$ cat src/rtl/randomness_scheduler.sv
// randomness_scheduler: buffers PRNG words in a small FIFO and hands each
// word to exactly one requesting consumer using registered round-robin
// arbitration. No word is ever delivered twice.
//
// Handshakes:
// - PRNG side uses strict valid/ready. A word transfers on a rising edge when
//   in_prng_valid && out_prng_ready. Ready depends only on registered count.
// - Consumer side is request/grant with no back-pressure. A grant bit seen in
//   a cycle means out_random belongs to that consumer in that same cycle, and
//   the consumer must take it.

package aes128_package;
  // Zero-sharing of n shares needs n-1 fresh elements; the last share is
  // the XOR of the others.
  function automatic int num_share_0(input int num_shares);
    return num_shares - 1;
  endfunction
endpackage

module randomness_scheduler
  import aes128_package::*;
#(
  parameter int NUM_SHARES    = 2,
  parameter int BIT_WIDTH     = 2,
  parameter int NUM_CONSUMERS = 4,
  parameter int FIFO_DEPTH    = 4,
  localparam int RAND_WIDTH   = num_share_0(NUM_SHARES) * BIT_WIDTH,
  localparam int FW           = $clog2(FIFO_DEPTH + 1)
) (
  input  logic                     in_clock,
  input  logic                     in_reset,
  input  logic [RAND_WIDTH-1:0]    in_prng_data,
  input  logic                     in_prng_valid,
  output logic                     out_prng_ready,
  input  logic [NUM_CONSUMERS-1:0] in_request,
  output logic [NUM_CONSUMERS-1:0] out_grant,
  output logic [RAND_WIDTH-1:0]    out_random,
  output logic [FW-1:0]            out_fill,
  output logic                     out_starved
);

  localparam int PW = $clog2(FIFO_DEPTH);
  localparam int CW = (NUM_CONSUMERS > 1) ? $clog2(NUM_CONSUMERS) : 1;

  // Reject unsupported configurations at elaboration time.
  if (NUM_SHARES < 2 || NUM_SHARES > 5) begin : g_bad_shares
    $error("randomness_scheduler: NUM_SHARES must be 2..5");
  end
  if (FIFO_DEPTH < 2 || FIFO_DEPTH > 16 ||
      ((FIFO_DEPTH & (FIFO_DEPTH - 1)) != 0)) begin : g_bad_depth
    $error("randomness_scheduler: FIFO_DEPTH must be a power of two in 2..16");
  end
  if (NUM_CONSUMERS < 1 || NUM_CONSUMERS > 8) begin : g_bad_consumers
    $error("randomness_scheduler: NUM_CONSUMERS must be 1..8");
  end

  logic [RAND_WIDTH-1:0]    mem_q [FIFO_DEPTH];
  logic [PW-1:0]            wr_ptr_q, wr_ptr_d;
  logic [PW-1:0]            rd_ptr_q, rd_ptr_d;
  logic [FW-1:0]            count_q, count_d;
  logic [CW-1:0]            last_q, last_d;
  logic [NUM_CONSUMERS-1:0] grant_q, grant_d;
  logic [RAND_WIDTH-1:0]    random_q, random_d;
  logic                     starved_q, starved_d;

  logic          push;
  logic          pop;
  logic          win_found;
  logic [CW-1:0] win_idx;
  logic [CW-1:0] cand;

  assign out_prng_ready = (count_q != FW'(FIFO_DEPTH));
  assign out_fill       = count_q;
  assign out_grant      = grant_q;
  assign out_random     = random_q;
  assign out_starved    = starved_q;

  // Transfers are judged against the FIFO state at the start of the cycle, so
  // a word pushed this cycle cannot be popped until the next one.
  assign push = in_prng_valid && out_prng_ready;
  assign pop  = (count_q != '0) && (in_request != '0);

  // Round-robin: the first requester strictly after last_q, in cyclic order.
  always_comb begin
    win_found = 1'b0;
    win_idx   = last_q;
    cand      = '0;
    for (int k = 1; k <= NUM_CONSUMERS; k++) begin
      cand = CW'((int'(last_q) + k) % NUM_CONSUMERS);
      if (!win_found && in_request[cand]) begin
        win_found = 1'b1;
        win_idx   = cand;
      end
    end
  end

  // Next-state logic for pointers, occupancy and the registered grant outputs.
  always_comb begin
    wr_ptr_d  = wr_ptr_q;
    rd_ptr_d  = rd_ptr_q;
    count_d   = count_q;
    last_d    = last_q;
    grant_d   = '0;
    random_d  = '0;
    starved_d = (in_request != '0) && (count_q == '0);

    if (push) begin
      wr_ptr_d = wr_ptr_q + PW'(1);
    end
    if (pop) begin
      rd_ptr_d         = rd_ptr_q + PW'(1);
      last_d           = win_idx;
      grant_d[win_idx] = 1'b1;
      random_d         = mem_q[rd_ptr_q];
    end

    case ({push, pop})
      2'b10:   count_d = count_q + FW'(1);
      2'b01:   count_d = count_q - FW'(1);
      default: count_d = count_q;
    endcase
  end

  // Control and output registers; reset discards all buffered words.
  always_ff @(posedge in_clock) begin
    if (in_reset) begin
      wr_ptr_q  <= '0;
      rd_ptr_q  <= '0;
      count_q   <= '0;
      last_q    <= CW'(NUM_CONSUMERS - 1);
      grant_q   <= '0;
      random_q  <= '0;
      starved_q <= 1'b0;
    end else begin
      wr_ptr_q  <= wr_ptr_d;
      rd_ptr_q  <= rd_ptr_d;
      count_q   <= count_d;
      last_q    <= last_d;
      grant_q   <= grant_d;
      random_q  <= random_d;
      starved_q <= starved_d;
    end
  end

  // Storage is not reset; only entries between the pointers are ever read.
  always_ff @(posedge in_clock) begin
    if (!in_reset && push) begin
      mem_q[wr_ptr_q] <= in_prng_data;
    end
  end

endmodule
$ cat config.mk
export PLATFORM = sky130hd
export DESIGN_NAME = randomness_scheduler
export DESIGN_NICKNAME = d
export VERILOG_FILES = /design/src/rtl/randomness_scheduler.sv
export SDC_FILE = /design/constraint.sdc
export NUM_CORES = 1
export LEC_CHECK = 0
export ABC_AREA = 1
export CORE_MARGIN = 4
export CORE_UTILIZATION = 30
export CTS_BUF_LIST = sky130_fd_sc_hd__clkbuf_2
export DETAILED_ROUTE_END_ITERATION = 8
export SKIP_CTS_REPAIR_TIMING = 1
export SYNTH_ARGS = -nofsm -noshare
export SYNTH_HDL_FRONTEND = slang
export SYNTH_SLANG_ARGS = --single-unit
$ cat constraint.sdc
create_clock -name in_clock -period 2.8 [get_ports in_clock]
set_clock_uncertainty 0.2 [all_clocks]
set_input_delay 0.28 -clock in_clock [delete_from_list [all_inputs] [get_ports in_clock]]
set_output_delay 0.28 -clock in_clock [all_outputs]
set_load 0.1 [all_outputs]
==> results.cfg, run 1 <==
[status]
status = completed

[drt]
first_pass_iters = 4
via_per_inst = 4.49
drt_wl_total_um = 2250
vias = 993
remaining_drc_errors = 0
drt_iter0_markers = 49
ant_nets = 0
routedWlPerCell_um = 10.2

[setup_path]
rr_worst_depth = 11
cp_max_fo = 6
endpoint_kind = register
path_common_cell = inv_1
worst_setup_path_start_kind = register
critPathKind = reg -> reg
timing.rr.end = out_fill[2]
slowest_stage = dfxtp_2
crit_required_ns = 2.87
crit_buf_inv = 3
cp_cell_sequence = inv_1 -> nand3_1 -> nand2_1 -> inv_1 -> ha_1 -> inv_1 -> fa_1 -> a21oi_1 -> o21ai_0 -> o21ai_0 -> a21oi_1
critPathLaunch = out_fill[0]
crit_family = adder cells
cp_slowest_stage_delay_ns = 0.40
arrival_ns = 2.29
rr_startpoint = out_fill[0]
ff2ff_setup_slack_ns = 0.58

[sta]
worstMarginPinSlew_ns = 0.349
min_period_over_period_pct = 79.4
rsz0062_at_grt = false
hold_viol_final = 0
slew_headroom_pct = 76.7
setup_viol = 0
whs_ns = 0.254
fin_tns_setup_ns = 0
min_period_ns = 2.22
fmaxAchievable_mhz = 450
slew_violations = 0

[placed_design]
postPlaceCellArea_sq_mm = 0.00144
gp_congestion = 0.837
post-dp-hpwl_um = 1820
port_buffers = 19

[yosys]
synth_cells = 151
ys_seq_area_share_pct = 46.5
synth.top_cell.area_share_pct = 26.6
synth_cell_types = 18
yosysTopAreaCell = dfxtp_1
yosysWarnings = 0
synth_nets = 166
synthTopCellsByArea = dfxtp_1 27%, edfxtp_1 20%, nand2_1 8.1%
ys_ff_latch = 24
netlist_area_sq_mm = 0.00120
synth.avg_cell_area_sq_um = 7.98

[clocking]
cts.path.max_buffers = 2
cts-htree-levels = 1
root_buffer = clkbuf_2
cts_buffers = 3
cts.sinks = 24
cts_tree = built
clock_latency_ns = 0.34
clk_pin_slew_worst_paths_ns = 0.23

[floorplan]
ios = 20
start_util_pct = 32.0
die_h_um = 71.4
rows = 22
dieWidth_um = 71.4
die_area_sq_mm = 0.00509
core_sq_mm = 0.00377

[final_layout]
fillers = 387
fin_area_sq_mm = 0.00148
fin_util_pct = 39.3
final_cell_mix = 26 x nand2_1, 20 x inv_1, 17 x nor2_1, 15 x a21oi_1, 13 x dfxtp_1
layout-drive-gt1-share_pct = 21.4
area_delta_synth_final_pct = 22.9
layout_commonest_cell = nand2_1
diodes = 0
fin_nets = 189

[grt]
gr-usage-all-layers_pct = 9.23
grt_pass1_vias = 902
grt_overflow = 0
grt_max_degree = 15
antenna_found_initial = 0
grt_pass1_wl_um = 3830

[min_path]
hold_depth = 1
hold_end = out_fill[0]
hp-start = out_fill[0]
hold_path_class = reg -> reg

[flow_run]
drv_cap = 0
[state kept, by name, summed over array words and instances, names as in the netlist]
register / flops
rd_ptr_q: 2
out_starved: 1
out_random: 2
wr_ptr_q: 2
mem_q: 8
last_q: 2
out_fill: 3
out_grant: 4
[layer usage]
metal	part of all wire [%]	GRT usage, %
met5	0	0
met2	45	15.2
met3	4.8	2.24
met1	49	11.5
met4	1.4	3.76
[kinds of logic after synthesis]
logic type	count (synthesis)	share of synthesized area, %
buffers and inverters	24	7.79
DFF	24	46.5
and+or+nand+nor	69	27.2
AOI/OAI and AO/OA	28	11.6
adders and majority gates	6	6.85
[worst max path at each step]
| stage | end | slack (ns) | cells past startpoint |
|---|---|---|---|
| 2_1_floorplan | out_fill[2] | 0.19 | 9 |
| 3_3_place_gp | out_fill[2] | 0.28 | 12 |
| 3_5_place_dp | out_fill[2] | 0.18 | 12 |
| 4_1_cts | out_fill[2] | 0.56 | 11 |
| 5_1_grt | out_fill[2] | 0.33 | 11 |
| 6_report | out_fill[2] | 0.58 | 11 |
[cells in the mapped netlist, drive strengths merged]
| cell | n |
|---|---|
| edfxtp | 8 |
| fa | 1 |
| o21ai | 13 |
| nor2 | 20 |
| dfxtp | 16 |
| nand2 | 36 |
| nand3 | 13 |
| buf | 1 |
| ha | 5 |
| inv | 23 |
| a21oi | 15 |
[final cells by class]
cell class	instances	area (sq um)	area share [%]
Tap cell	48	60.1	4.05
Multi-Input combinational cell	103	563	38.0
Clock inverter	1	30.0	2.03
Sequential cell	24	564	38.1
Inverter	23	86.3	5.83
Clock buffer	3	15.0	1.01
Timing Repair Buffer	19	163	11.0
[stage by stage]
stage | cells | setup slack, ns
final | 221 | 0.577
after global routing | 221 | 0.332
after CTS | 221 | 0.559
after detailed placement | 217 | 0.183
after global placement | 217 | 0.285
after floorplan | 151 | 0.194
Power of run 1 is left out: the tool's default activity adds up to more than one toggle a clock period on the data nets, which glitch-free logic cannot reach.
==> run 2: changes to the inputs <==
Clock period 2.8 ns to 1.87 ns, I/O delays scaled along.
==> run 2 against run 1 <==
  * The flow now finishes with violations (negative setup slack)
  * Routed wire length rose by 19%
  * First-iteration DRC count rose by 57%
  * Core utilization rose by 7.9 points
  * Clock-buffer cell count did not move
  * Fmax rose by 16%
  * Final area rose by 20%
  * Flip-flop and latch count did not move
  * Global-route usage rose by 1.9 points
==> results.cfg, run 2 (same netlist as run 1, synthesis figures left out) <==
[drt]
remaining_drc_errors = 0
ant_nets = 0
first_pass_iters = 4
via_per_inst = 4.57
drt_wl_total_um = 2690
vias = 1106
drt_iter0_markers = 77
routedWlPerCell_um = 11.1

[sta]
worstMarginPinSlew_ns = 0.279
min_period_ns = 1.92
setup_viol = 1
slew_headroom_pct = 81.6
hold_viol_final = 0
fin_tns_setup_ns = -0.0478
rsz0062_at_grt = true
slew_violations = 0
min_period_over_period_pct = 103
fmaxAchievable_mhz = 521
whs_ns = 0.250
timing.final.ws_setup_ns = -0.0478

[setup_path]
cp_max_fo = 3
worst_setup_path_start_kind = register
crit_buf_inv = 3
slowest_stage = dfxtp_4
cp_cell_sequence = inv_4 -> buf_6 -> nand3_4 -> nand2_4 -> ha_4 -> inv_2 -> fa_2 -> a21oi_2 -> o21ai_2 -> o21ai_1 -> a21oi_1
crit_required_ns = 1.94
cp_slowest_stage_delay_ns = 0.41
arrival_ns = 1.99
crit_family = adder cells
endpoint_kind = register
critPathKind = reg -> reg

[final_layout]
area_delta_synth_final_pct = 47.8
seqCellArea_sq_um = 572
instances_no_fill = 242
diodes = 0
multiInputGateArea_sq_um = 601
final_cell_mix = 24 x nand2_1, 24 x buf_4, 17 x nor2_1, 16 x inv_1, 14 x a21oi_1
layout-drive-gt1-share_pct = 35.6
fillers = 362
top_register = mem_q
fin_nets = 210
largest_register_ffs = 8

[pwr]
static-leakage-power_nw = 0.789
worst_ir_drop_vdd_v = 0.00104
cellPowerDensity_mw_per_mm2 = 1930

[floorplan]
die_h_um = 71.4
start_util_pct = 32.0
dieWidth_um = 71.4
rows = 22
die_area_sq_mm = 0.00509
ios = 20
core_sq_mm = 0.00377

[grt]
grtUsageMet3_pct = 2.24
gr-usage-all-layers_pct = 11.2
grt_pass1_wl_um = 4620
grt_overflow = 0
grt_use_met1_pct = 11.8
grt_pass1_vias = 1129
grt_use_met2_pct = 21.1
grt.busiest_layer = met2
antenna_found_initial = 0
grt_max_degree = 15

[placed_design]
port_buffers = 19
place_inst = 235
dp_slack_ns = -0.432
post-dp-hpwl_um = 2110
gp_congestion = 0.878

[flow_run]
drv_cap = 0

[clocking]
cts_tree = built
clock_latency_ns = 0.34
root_buffer = clkbuf_2
cts_buffers = 3
cts.sinks = 24
cts.path.max_buffers = 2
clk_pin_slew_worst_paths_ns = 0.24
cts-htree-levels = 1

[status]
violations = negative setup slack
status = complete, but fails checks

[min_path]
hold_path_class = in -> reg
## run 2: cell count changes in the layout (fill, tap and decap cells not counted), moves of 2 or more
cell,delta
inv_2,+2
o21ai_0,-2
inv_1,-4
buf_12,+7
dfxtp_2,-3
nand2_1,-2
dfxtp_4,+3
inv_4,+2
buf_4,+13
## run 2: path summary, 6_finish.rpt
path              startpoint     endpoint  slack [ns]  depth (start not counted)
max              out_fill[1]  out_fill[2]       -0.05                         11
min          in_prng_data[1]  mem_q[2][1]        0.25                          1
max reg2reg      out_fill[1]  out_fill[2]       -0.05                         11
min reg2reg      wr_ptr_q[1]  wr_ptr_q[1]        0.34                          2
## run 2: worst reg2reg max path: stages (launching register included)
cell and delay (ns):
dfxtp_4 0.41, inv_4 0.06, buf_6 0.09, nand3_4 0.06, nand2_4 0.08, ha_4 0.12
inv_2 0.04, fa_2 0.35, a21oi_2 0.16, o21ai_2 0.08, o21ai_1 0.14, a21oi_1 0.05
## run 2: area by class of cell
cell class | instances | share of cell area (%)
clock inverters | 1 | 1.69
repair buffers | 40 | 23.1
well taps | 48 | 3.37
multi-input cells | 103 | 33.7
flip-flops and latches | 24 | 32.1
inverters | 23 | 5.13
clock buffers | 3 | 0.843
## run 2: metrics by stage
| step | instance area, sq um | power [W] | util (%) |
|---|---|---|---|
| 2_1_floorplan | 1250 | 0.00227 | - |
| 4_1_cts | 1740 | 0.00335 | 46.1 |
| 3_5_place_dp | 1690 | 0.00299 | 44.9 |
| 5_1_grt | 1780 | 0.00366 | 47.2 |
| 3_3_place_gp | 1690 | 0.00292 | 44.9 |
| 6_report | 1780 | 0.00343 | 47.2 |
## run 2: layer usage
layer | wire (um) | share of wire [%]
met1 | 1110 | 41
met2 | 1450 | 54
met3 | 94 | 3.5
met4 | 34 | 1.3
met5 | 0 | 0
## run 2: report_power, final
| part | switching [W] | internal (W) |
|---|---|---|
| Combinational | 0.00147 | 0.000826 |
| Clock | 0.000163 | 0.000184 |
| Sequential | 0.0000985 | 0.000689 |
(Power assumes the default switching activity.)
